$ cat config.mk
export PLATFORM = sky130hd
export DESIGN_NAME = fetch_unit
export DESIGN_NICKNAME = d
export VERILOG_FILES = /design/src/rtl/fetch_unit.sv
export SDC_FILE = /design/constraint.sdc
export NUM_CORES = 1
export LEC_CHECK = 0
export ABC_AREA = 1
export BUFFER_PORTS_ARGS = -buffer_cell sky130_fd_sc_hd__buf_4
export CAP_MARGIN = 20
export CELL_PAD_IN_SITES_DETAIL_PLACEMENT = 1
export CELL_PAD_IN_SITES_GLOBAL_PLACEMENT = 1
export CORE_UTILIZATION = 28
export DETAILED_ROUTE_END_ITERATION = 16
export PLACE_DENSITY = 0.82
export SLEW_MARGIN = 20
export SYNTH_ARGS = -nofsm -noshare
export SYNTH_HDL_FRONTEND = slang
export SYNTH_SLANG_ARGS = --single-unit
$ cat constraint.sdc
create_clock -name clk -period 1.75 [get_ports clk]
set_clock_uncertainty 0.05 [all_clocks]
set_input_delay 0.4375 -clock clk [delete_from_list [all_inputs] [get_ports clk]]
set_output_delay 0.4375 -clock clk [all_outputs]
set_load 0.05 [all_outputs]
$ cat src/rtl/fetch_unit.sv
// fetch_unit: instruction-fetch sequencer.
// Reads program bytes at the external PC, assembles 1- or 2-byte instructions,
// steers the PC (increment / branch load) and hands each complete instruction
// to the decoder over a valid/ready handshake. A HALT opcode parks the unit
// until a branch redirect or reset.
module fetch_unit #(
    parameter int unsigned       ADDR_W   = 8,
    parameter int unsigned       DATA_W   = 8,
    parameter int unsigned       LONG_BIT = 7,
    parameter logic [DATA_W-1:0] HALT_OP  = 8'hFF
) (
    input  logic              clk,
    input  logic              rst,
    input  logic              run,
    input  logic [ADDR_W-1:0] pc_out,
    output logic              pc_en,
    output logic              pc_load,
    output logic [ADDR_W-1:0] pc_in,
    output logic              mem_req,
    output logic [ADDR_W-1:0] mem_addr,
    input  logic [DATA_W-1:0] mem_rdata,
    input  logic              mem_ready,
    output logic              ir_valid,
    input  logic              ir_ready,
    output logic [DATA_W-1:0] ir_opcode,
    output logic [DATA_W-1:0] ir_operand,
    output logic [ADDR_W-1:0] ir_pc,
    input  logic              br_taken,
    input  logic [ADDR_W-1:0] br_target,
    output logic              halted
);

    typedef enum logic [1:0] {
        S_OP   = 2'd0,
        S_ARG  = 2'd1,
        S_HOLD = 2'd2,
        S_HALT = 2'd3
    } state_t;

    state_t            r_state;
    state_t            w_next;
    logic              w_ld_op;
    logic              w_ld_arg;
    logic              r_valid;
    logic [DATA_W-1:0] r_opcode;
    logic [DATA_W-1:0] r_operand;
    logic [ADDR_W-1:0] r_pc;

    // The PC module already presents the address of the next byte to read.
    assign mem_addr   = pc_out;
    assign ir_valid   = r_valid;
    assign ir_opcode  = r_opcode;
    assign ir_operand = r_operand;
    assign ir_pc      = r_pc;
    assign halted     = (r_state == S_HALT);

    // Next-state and combinational PC / memory controls; reset then branch take priority.
    always_comb begin
        w_next   = r_state;
        pc_en    = 1'b0;
        pc_load  = 1'b0;
        pc_in    = '0;
        mem_req  = 1'b0;
        w_ld_op  = 1'b0;
        w_ld_arg = 1'b0;
        if (!rst) begin
            w_next = S_OP;
        end else if (br_taken) begin
            // Redirect flushes any partial instruction; a coincident mem_ready
            // is dropped because no load strobe is raised here.
            pc_load = 1'b1;
            pc_in   = br_target;
            w_next  = S_OP;
        end else begin
            case (r_state)
                S_OP: begin
                    mem_req = run;
                    if (run && mem_ready) begin
                        pc_en   = 1'b1;
                        w_ld_op = 1'b1;
                        w_next  = mem_rdata[LONG_BIT] ? S_ARG : S_HOLD;
                    end
                end
                S_ARG: begin
                    mem_req = 1'b1;
                    if (mem_ready) begin
                        pc_en    = 1'b1;
                        w_ld_arg = 1'b1;
                        w_next   = S_HOLD;
                    end
                end
                S_HOLD: begin
                    if (ir_ready) begin
                        w_next = (r_opcode == HALT_OP) ? S_HALT : S_OP;
                    end
                end
                S_HALT: begin
                    w_next = S_HALT;
                end
                default: begin
                    w_next = S_OP;
                end
            endcase
        end
    end

    // State register.
    always_ff @(posedge clk) begin
        if (!rst) begin
            r_state <= S_OP;
        end else begin
            r_state <= w_next;
        end
    end

    // Instruction register: opcode/pc captured with the first byte, operand with the second.
    always_ff @(posedge clk) begin
        if (!rst) begin
            r_valid   <= 1'b0;
            r_opcode  <= '0;
            r_operand <= '0;
            r_pc      <= '0;
        end else begin
            r_valid <= (w_next == S_HOLD);
            if (w_ld_op) begin
                r_opcode  <= mem_rdata;
                r_operand <= '0;
                r_pc      <= pc_out;
            end
            if (w_ld_arg) begin
                r_operand <= mem_rdata;
            end
        end
    end

    // The PC is never asked to increment and load in the same cycle.
    a_no_en_and_load : assert property (@(posedge clk) !(pc_en && pc_load));

    // A presented instruction stays put until the decoder takes it.
    a_ir_stable : assert property (@(posedge clk) disable iff (!rst)
        (ir_valid && !ir_ready && !br_taken) |=>
            (!rst || ($stable(ir_opcode) && $stable(ir_operand) && $stable(ir_pc))));

    // No memory traffic while holding an instruction or halted.
    a_quiet_hold : assert property (@(posedge clk)
        (r_state == S_HOLD || r_state == S_HALT) |-> !mem_req);

endmodule
# Yosys cells after proc, flatten, opt, wreduce, memory -nomap -nowiden
# Index checks and enable logic that the tools add are counted.
dict set report op_classes {
  n_eq_ne 5
  n_mux 28
  n_reduce_logical 3
}
# cell n
set op_table {}
lappend op_table {{$mux W8} 4}
lappend op_table {{$mux W1} 14}
lappend op_table {{$mux W2} 7}
lappend op_table {{$eq A8 B8 Y1 const B} 1}
lappend op_table {{$pmux W2 S4} 1}
lappend op_table {{$eq A2 B2 Y1 const B} 3}
lappend op_table {{$pmux W1 S2} 2}
lappend op_table {{$eq A2 B1 Y1 const B} 1}
lappend op_table {{$logic_not A2 Y1} 1}
lappend op_table {{$reduce_bool A2 Y1} 1}
lappend op_table {{$logic_and A1 B1 Y1} 1}
dict set report totals {
  regBits 27
  in_bits 30
  output_inout_bits 45
  elab_cells 41
}

# Logic depth before layout (Yosys ltp)
# Gate-level depths: netlist of the first run.
dict set report depth {
  ltp_word 7
  ltp_mapped 7
  depth_no_buf 7
}

# Worst setup path before layout of the first run
# Ideal clock, no wire load.
dict set report synth_path {
  path_type {input -> output}
  start {input port rst}
  end {output port mem_req}
  arrival_ns 1.853
  required_time_ns 1.262
  path_slack_ns -0.590
  cell_stages 5
  n_path_buf 1
  cell_sequence {buf_4 inv_4 nor2_4 inv_2 nor3_1}
}
dict set report synth_via {
  elab_chain_cells 1
}
# item line_no
set synth_lines {}
lappend synth_lines {{start: declaration} 13} ;# input logic rst,
lappend synth_lines {{$mux W1} 66} ;# if (!rst) begin
lappend synth_lines {{end: declaration} 19} ;# output logic mem_req,
# Every way passes these cells.

# Worst setup path after layout of the first run
dict set report layout_path {
  start {register r_state[1]}
  end {output port pc_en}
}
dict set report layout_via {
  elab_chain_cells 4
  word_cells_on_any_way 5
  cone_classes {1 x eq/ne; 3 x mux; 1 x reduce/logical}
}
# item line_no
set layout_lines {}
lappend layout_lines {{start: declaration} 40} ;# state_t r_state;
lappend layout_lines {{start signal: assignment} 112} ;# r_state <= w_next;
lappend layout_lines {{$eq A2 B1 Y1 / $logic_not A2 Y1 (equally long branches)} 75} ;# case (r_state)
lappend layout_lines {{$pmux W1 S2 *} 75}
lappend layout_lines {{$mux W1 *} 68} ;# end else if (br_taken) begin
lappend layout_lines {{$mux W1 *} 66}
lappend layout_lines {{end: declaration} 16} ;# output logic pc_en,
# Mark *: on every way between the ends. The rest lies on a longest branch, timed or not.

==> impl_metrics.json, run 1 <==
{
  "status": "complete, no violations",
  "antenna_found_initial": 0,
  "cp-end-kind": "primary output",
  "maxSlewHeadroom_pct": 81.45,
  "via_per_inst": 4.646,
  "die_w_um": 69.48,
  "wirelength_mm": 3.929,
  "drive_gt1_share_pct": 41.22,
  "htreeDepth": 1,
  "drt_pass1_iterations": 4,
  "max_freq_mhz": 587.9,
  "required_ns": 1.26,
  "p_per_area_nw_per_um2": 699.9,
  "synthesis.nets": 204,
  "antenna_cells": 0,
  "root_buffer": "clkbuf_8",
  "cp-start-kind": "register",
  "synth-simple-area-share_pct": 38.86,
  "rsz0062_at_grt": "no",
  "drc": 0,
  "synth_most_common_cell": "nand3_1",
  "utilization_pct": 44.11,
  "dp.final_hpwl_mm": 3.090,
  "cts_buffer_depth": 2,
  "synth_compound_area_share_pct": 4.318,
  "drv_cap": 0,
  "cts.sinks": 27,
  "ys_async_sr_fraction_pct": 0,
  "setup_viol_count_final": 0,
  "final_cells": 297,
  "ir_drop_mv": 0.5145,
  "via_count": 1380,
  "grt_pass1_vias": 1339,
  "syn_avg_cell_area_um2": 7.327,
  "worstPathArrival_ns": 1.21,
  "grt_pass1_wl_mm": 6.375,
  "ys_top_cells_by_area": "dfxtp_1 42%, nand3_1 16%, nand2_1 12%",
  "ys.flop_type": "dfxtp_1",
  "yosys_warnings": 0,
  "grt_max_degree": 25,
  "synth_fa_ha_area_share_pct": 0,
  "worstMarginPinSlew_ns": 0.2775,
  "fillers": 558,
  "drv_slew": 0,
  "syn_area_um2": 1275,
  "clk_pin_slew_ns": 0.10,
  "nets": 276,
  "die-area_um2": 4827,
  "p_leak_nw": 0.9809,
  "drtAntennaViolNets": 0,
  "clk_latency_ns": 0.28,
  "numPortBuffers": 74,
  "synth_cells": 174,
  "worstSetupPathType": "reg2out",
  "synth_area_leader_cell": "dfxtp_1",
  "synth-edff-count": 0,
  "cts_hold_buf": 0,
  "worst_hold_path_type": "in2reg",
  "synth_seq_cells": 27,
  "period_share_pct": 97.20,
  "fin_crit_ns": 1.701,
  "grt.overflow.total": 0,
  "critPathMaxFanout": 4,
  "fp.dieH_um": 69.48,
  "synth_top_area_share_pct": 42.39,
  "ios": 75,
  "synthMuxAreaShare_pct": 0,
  "cts_setup_buffers": 0,
  "dp.cells": 293,
  "syn2layout_area_growth_pct": 50.64,
  "synth.distinct_cells": 19,
  "initial_core_util_pct": 29.28,
  "synth_top_family_by_area": "simple AND/OR/NAND/NOR gates",
  "grtUsageTotal_pct": 16.44,
  "hold_violations": 0,
  "cts_tree": "built",
  "numCtsBuffers": 3,
  "wire_per_inst_um": 13.23,
  "first_iter_violations": 43,
  "rows": 24,
  "core_um2": 4354,
  "synth_top_cells_by_count": "41 x nand3_1, 40 x nand2_1, 27 x dfxtp_1",
  "synthXorXnorAreaFrac_pct": 0,
  "gp_congestion": 0.7052,
  "seq_area_frac_synth_pct": 42.39
}
==> layout by cell type (no fill, tap or decap) <==
cell type and instances:
buf_4 81, inv_4 1, a21oi_1 9, buf_8 1
inv_2 3, nand2_4 1, dfxtp_2 2, nand3b_1 1
nor2_2 1, nand2_1 39, inv_6 1, nor2_1 13
clkbuf_8 3, o21ai_0 2, nor2_4 4, nand3_1 41
nor3_4 1, nand3_4 1, inv_1 14, dfxtp_1 25
nand3_2 1
==> registers in the layout, indices dropped and copies added, names as in the netlist <==
name        flops
ir_operand      8
ir_valid        1
r_state         2
ir_opcode       8
ir_pc           8
==> worst paths after layout <==
kind              cells after the start                    endpoint                  start  slack [ns]
hold reg to reg                       2       ir_pc[6]$_SDFFE_PN0P_  ir_pc[6]$_SDFFE_PN0P_        0.42
hold / removal                        3       ir_pc[0]$_SDFFE_PN0P_              pc_out[0]        0.33
setup / recovery                      5                       pc_en  r_state[1]$_SDFF_PN0_        0.05
setup reg to reg                      6  ir_operand[3]$_SDFFE_PN0P_  r_state[1]$_SDFF_PN0_        0.46
==> area by class of cell <==
class	count	area, um^2	area share [%]
clock buffers	3	41.29	2.150
clock inverters	1	8.758	0.4560
inverters	18	70.07	3.648
multi-input cells	114	569.3	29.64
flip-flops and latches	27	543.0	28.27
well taps	52	65.06	3.388
repair buffers	82	623.1	32.44
==> logic make-up after synthesis <==
group | Yosys count
AO/OA/AOI/OAI | 11
buffers and inverters | 33
flip-flops | 27
AND/OR/NAND/NOR | 103
==> layer usage <==
layer | vias up | part of all wire, % | wire length [um] | GRT usage, %
met5 | - | 0 | 0 | 0
met4 | 0 | 0 | 0 | 4.762
met3 | 0 | 4.1 | 162 | 3.924
met2 | 38 | 51 | 1991 | 27.51
met1 | 654 | 45 | 1775 | 20.99
li1 | 688 | - | - | -
==> worst max-delay path, cell delays in order, from the launching register on <==
cell and delay (ns):
dfxtp_2 0.35, buf_4 0.16, nor2_4 0.12, nand3_4 0.10, nand2_4 0.07, buf_8 0.14
==> power by group <==
group | switching (W) | leakage (nW) | internal, W
combinational | 0.000213 | 0.735 | 0.000113
sequential | 0.0000110 | 0.220 | 0.000630
clock | 0.000210 | 0.0261 | 0.000167
total | 0.000434 | 0.981 | 0.000911
==> what timing repair did <==
action / 4_1_cts / 5_1_grt
endpoints found under the hold margin: 0 / 0
resized for setup: 2 / 2
pin swaps: 0 / 1
endpoints found under the setup margin: 1 / 1
cloned: 0 / 0
==> stage by stage <==
step / power [W] / hold WS [ns] / setup TNS, ns / instance area, um^2 / setup slack [ns]
2_1_floorplan: 0.0008611 / 0.5259 / -1.147 / 1294 / -0.1433
3_3_place_gp: 0.0009750 / 0.4041 / 0 / 1861 / 0.1136
3_5_place_dp: 0.0009811 / 0.4127 / 0 / 1861 / 0.06797
4_1_cts: 0.001351 / 0.3284 / 0 / 1916 / 0.002829
5_1_grt: 0.001401 / 0.3349 / 0 / 1921 / 0.004466
6_report: 0.001344 / 0.3278 / 0 / 1921 / 0.04904
Power figures use the tool's default switching activity.
==> run 2, diff against run 1 <==
--- a/config.mk
+++ b/config.mk
@@ -10,9 +10,10 @@
 export CAP_MARGIN = 20
 export CELL_PAD_IN_SITES_DETAIL_PLACEMENT = 1
 export CELL_PAD_IN_SITES_GLOBAL_PLACEMENT = 1
-export CORE_UTILIZATION = 28
+export CORE_UTILIZATION = 31
 export DETAILED_ROUTE_END_ITERATION = 16
-export PLACE_DENSITY = 0.82
+export GPL_TIMING_DRIVEN = 0
+export PLACE_DENSITY = 0.89
 export SLEW_MARGIN = 20
 export SYNTH_ARGS = -nofsm -noshare
 export SYNTH_HDL_FRONTEND = slang
==> constraint.sdc (replaced) <==
create_clock -name clk -period 2.2 [get_ports clk]
set_clock_uncertainty 0.05 [all_clocks]
set_input_delay 0.55 -clock clk [delete_from_list [all_inputs] [get_ports clk]]
set_output_delay 0.55 -clock clk [all_outputs]
set_load 0.05 [all_outputs]
==> impl_metrics.json, run 2 (same netlist as run 1, synthesis figures left out) <==
{
  "cts.sinks": 27,
  "die_w_um": 66.13,
  "top_layer": "met4",
  "timing.final.ws_setup_ns": 0.08493,
  "fin_setup_tns_ns": 0,
  "drv_cap": 0,
  "status": "complete, no violations",
  "wl_met1_mm": 1.742,
  "cp-end-kind": "primary output",
  "via_per_inst": 4.729,
  "worstPathArrival_ns": 1.52,
  "cts_hold_buf": 0,
  "dp.cells": 295,
  "cts_tree": "built",
  "dp.final_hpwl_mm": 3.212,
  "grt_max_degree": 15,
  "met3_wirelength_um": 204,
  "grt_pass1_wl_mm": 6.603,
  "min_to": "ir_pc[0]$_SDFFE_PN0P_",
  "min-delay-start": "ir_pc[0]$_SDFFE_PN0P_",
  "first_iter_violations": 75,
  "ir_drop_mv": 0.2676,
  "final_common_cell": "buf_4",
  "crit_chain": "buf_4 -> inv_4 -> nor2_4 -> buf_6 -> nand3_4 -> nand2_1 -> buf_6",
  "drv_slew": 0,
  "drc": 0,
  "final_cell_mix": "88 x buf_4, 41 x nand3_1, 40 x nand2_1",
  "crit_top_cell": "buf_6",
  "clk_pin_slew_ns": 0.09,
  "nets": 286,
  "seqCellArea_um2": 540.5,
  "htreeDepth": 1,
  "rows": 22,
  "fillers": 507,
  "rsz0062_at_grt": "no",
  "worstRegToRegCells": 5,
  "grt_pass1_vias": 1425,
  "clk_latency_ns": 0.27,
  "cpMaxStageDelayCell": "nor2_4",
  "max_freq_mhz": 472.8,
  "core_um2": 3799,
  "cp-start-kind": "input port",
  "maxSlewHeadroom_pct": 68.16,
  "final_cells": 303,
  "numCtsBuffers": 3,
  "setup_viol_count_final": 0,
  "syn2layout_area_growth_pct": 55.45,
  "crit_path_max_incr_delay_ns": 0.17,
  "worst_hold_path_type": "reg2reg",
  "numPortBuffers": 73,
  "wl_met2_mm": 2.304,
  "p_leak_nw": 1.024,
  "antenna_found_initial": 0,
  "period_share_pct": 96.14,
  "wire_per_inst_um": 14.32,
  "r2r-start": "r_state[1]$_SDFF_PN0_",
  "wirelength_mm": 4.340,
  "hold_violations": 0,
  "p_per_area_nw_per_um2": 537.3,
  "required_ns": 1.60,
  "grt.overflow.total": 0,
  "drt_pass1_iterations": 3,
  "fin_crit_ns": 2.115,
  "r2r-end": "ir_operand[4]$_SDFFE_PN0P_",
  "ios": 75,
  "root_buffer": "clkbuf_8",
  "worstMarginPinSlew_ns": 0.4775,
  "worstSetupPathType": "in2out",
  "drtAntennaViolNets": 0,
  "die-area_um2": 4373,
  "via_count": 1433,
  "antenna_cells": 0,
  "fp.dieH_um": 66.13,
  "multi_input_area_um2": 568.0,
  "drive_gt1_share_pct": 41.57,
  "initial_core_util_pct": 33.56,
  "regToRegSetupSlack_ns": 0.79,
  "critPathMaxFanout": 10,
  "gp_congestion": 0.7494,
  "min_path_cells": 2,
  "grtUsageTotal_pct": 20.27,
  "place_ws_ns": -0.03279,
  "cts_buffer_depth": 2
}
## run 2: changes by cell type in the layout (fill, tap and decap cells not counted), moves of 2 or more
cell / previous run / this run
buf_6: 0 / 3
dfxtp_2: 2 / 0
buf_4: 81 / 88
dfxtp_1: 25 / 27
## run 2: worst max path at each step
stage | start | end | depth (start not counted)
5_1_grt | rst | pc_en | 7
6_report | rst | pc_en | 7
3_3_place_gp | rst | pc_en | 7
2_1_floorplan | rst | mem_req | 5
3_5_place_dp | rst | pc_en | 7
4_1_cts | rst | pc_en | 7
## run 2: cell type report
class	instances	area share (%)
repair buffers	78	29.73
multi-input cells	114	28.66
flip-flops and latches	27	27.27
plain buffers	14	5.492
inverters	18	3.535
well taps	48	3.030
clock buffers	4	2.273
## run 2: metal layers
metal,up-vias,track usage (%)
met2,41,36.73
met5,-,0
met4,0,7.713
met3,12,5.172
met1,667,22.41
li1,713,-
## run 2: timing repair
action / 4_1_cts / 5_1_grt
pin swaps: 0 / 3
buffers inserted: 0 / 5
setup endpoints to repair: 1 / 1
resized for setup: 2 / 2
## run 2: where the power goes
group          switching [W]  total [W]  internal (W)
Sequential        0.00000942   0.000510      0.000501
Combinational       0.000172   0.000271     0.0000982
Clock               0.000154   0.000284      0.000130
Total               0.000336    0.00106      0.000729
## run 2: critical path: cells and delay by family
family / cells / cell delay (ns)
buf+inv: 4 / 0.57
simple gates: 3 / 0.39
## run 2: stage by stage
stage / instance area (um^2) / utilization [%] / hold WS [ns] / power, W
after global routing: 1982 / 52.17 / 0.4420 / 0.001104
after CTS: 1943 / 51.15 / 0.4281 / 0.001066
final: 1982 / 52.17 / 0.4241 / 0.001065
after global placement: 1888 / 49.70 / 0.4046 / 0.0007827
after floorplan: 1280 / - / 0.5793 / 0.0006830
after detailed placement: 1888 / 49.70 / 0.4127 / 0.0007877
==> run 3, diff against run 2 <==
--- a/config.mk
+++ b/config.mk
@@ -10,6 +10,7 @@
 export CAP_MARGIN = 20
 export CELL_PAD_IN_SITES_DETAIL_PLACEMENT = 1
 export CELL_PAD_IN_SITES_GLOBAL_PLACEMENT = 1
+export CORE_MARGIN = 2
 export CORE_UTILIZATION = 31
 export DETAILED_ROUTE_END_ITERATION = 16
 export GPL_TIMING_DRIVEN = 0
==> impl_metrics.json, run 3 (same netlist as run 1, synthesis figures left out) <==
{
  "period_share_pct": 97.62,
  "ir_drop_mv": 0.2370,
  "p_leak_nw": 1.016,
  "min_path_cells": 2,
  "max_freq_mhz": 465.6,
  "r2r-end": "ir_operand[1]$_SDFFE_PN0P_",
  "grt_max_degree": 16,
  "min_to": "ir_pc[6]$_SDFFE_PN0P_",
  "drive_gt1_share_pct": 41.27,
  "final_common_cell": "buf_4",
  "intPower_w": 0.0007277,
  "cts.sinks": 27,
  "utilization_pct": 49.53,
  "worst_hold_slack_ns": 0.4227,
  "p_switching_w": 0.0003528,
  "fp.dieH_um": 68.13,
  "core_um2": 3971,
  "worstSetupPathType": "in2out",
  "ios": 75,
  "dp.final_hpwl_mm": 3.170,
  "p_per_area_nw_per_um2": 549.4,
  "hold_violations": 0,
  "required_ns": 1.60,
  "drt_pass1_iterations": 4,
  "cp-start-kind": "input port",
  "grt.overflow.total": 0,
  "grt_pass1_wl_mm": 6.527,
  "grtUsageTotal_pct": 19.09,
  "min-delay-start": "ir_pc[6]$_SDFFE_PN0P_",
  "fin_setup_tns_ns": 0,
  "cts_tree": "built",
  "wire_per_inst_um": 14.08,
  "antenna_cells": 0,
  "final_cell_mix": "85 x buf_4, 41 x nand3_1, 40 x nand2_1",
  "critPathMaxFanout": 10,
  "first_iter_violations": 56,
  "cts_buffer_depth": 2,
  "root_buffer": "clkbuf_8",
  "via_per_inst": 4.685,
  "via_count": 1415,
  "nets": 283,
  "seqPwrFrac_pct": 47.2,
  "htreeDepth": 1,
  "pwr-share-clk_pct": 27.8,
  "drtAntennaViolNets": 0,
  "worstPathArrival_ns": 1.55,
  "grt_pass1_vias": 1313,
  "maxSlewHeadroom_pct": 66.43,
  "wirelength_mm": 4.252,
  "status": "complete, no violations",
  "numCtsBuffers": 3,
  "r2r-start": "r_state[0]$_SDFF_PN0_",
  "rows": 23,
  "clk_pin_slew_ns": 0.10,
  "worstMarginPinSlew_ns": 0.5035,
  "worstRegToRegCells": 6,
  "antenna_found_initial": 0,
  "initial_core_util_pct": 32.10,
  "drv_cap": 0,
  "fin_crit_ns": 2.148,
  "gp_congestion": 0.7326,
  "die_w_um": 68.13,
  "sw_frac_of_total_pct": 32.65,
  "combPwrFrac_pct": 25.0,
  "worst_hold_path_type": "reg2reg",
  "drv_slew": 0,
  "cts_hold_buf": 0,
  "die-area_um2": 4642,
  "drc": 0,
  "setup_viol_count_final": 0,
  "clk_latency_ns": 0.29,
  "regToRegSetupSlack_ns": 0.80,
  "numPortBuffers": 73,
  "cp-end-kind": "primary output",
  "syn2layout_area_growth_pct": 54.27
}
run 3: cell types whose count changed in the layout (fill, tap and decap cells not counted):
cell      change
buf_4         -3
buf_6         -1
buf_8         +1
clkbuf_1      -1
clkinv_2      +1
run 3: final cells by class:
cell class / instances / area, um^2
clock inverters: 1 / 5.005
clock buffers: 3 / 41.29
multi-input cells: 114 / 568.0
fillers: 532 / 2004
well taps: 50 / 62.56
flip-flops and latches: 27 / 540.5
inverters: 18 / 70.07
plain buffers: 15 / 120.1
repair buffers: 74 / 559.3
run 3: repair_timing:
action	4_1_cts	5_1_grt
endpoints found under the hold margin	0	0
pin swaps	0	1
gates resized for setup	1	4
endpoints found under the setup margin	1	1
setup buffers	0	1
gates cloned	0	0
run 3: layer usage:
metal | vias to the layer above | GRT usage [%] | part of all wire (%)
met4 | 0 | 9.500 | 1.9
met3 | 5 | 4.605 | 5.5
met2 | 38 | 30.34 | 49
met5 | - | 0 | 0
met1 | 667 | 24.00 | 44
li1 | 705 | - | -
run 3: power by group through the flow:
stage | clock network (W) | registers [W] | logic [W]
final | 0.000300 | 0.000510 | 0.000271
after global routing | 0.000318 | 0.000512 | 0.000287
after CTS | 0.000301 | 0.000510 | 0.000267
after detailed placement | 0 | 0.000521 | 0.000266
after global placement | 0 | 0.000521 | 0.000262
after floorplan | 0 | 0.000559 | 0.000125
run 3: worst max path at each step:
stage | startpoint | end | slack [ns] | cells after the start
finish | rst | pc_en | 0.05 | 7
global route | rst | pc_en | -0.007 | 7
CTS | rst | pc_en | 0.02 | 7
detailed placement | rst | pc_en | 0.02 | 7
global placement | rst | pc_en | 0.009 | 7
floorplan | rst | mem_req | 0.07 | 5
run 3: stage by stage:
stage | std cells | setup WS, ns | total power, W | area, um^2
3_5_place_dp | 297 | 0.02093 | 0.0007873 | 1891
3_3_place_gp | 297 | 0.008504 | 0.0007825 | 1891
6_report | 302 | 0.05231 | 0.001081 | 1967
2_1_floorplan | 174 | 0.06780 | 0.0006830 | 1280
4_1_cts | 301 | 0.01836 | 0.001078 | 1939
5_1_grt | 302 | -0.007363 | 0.001117 | 1967
run 3: critical path: stages:
cell	delay [ns]
buf_4	0.14
inv_4	0.08
nor2_4	0.18
buf_8	0.16
nand3_4	0.15
nand2_1	0.11
buf_6	0.16
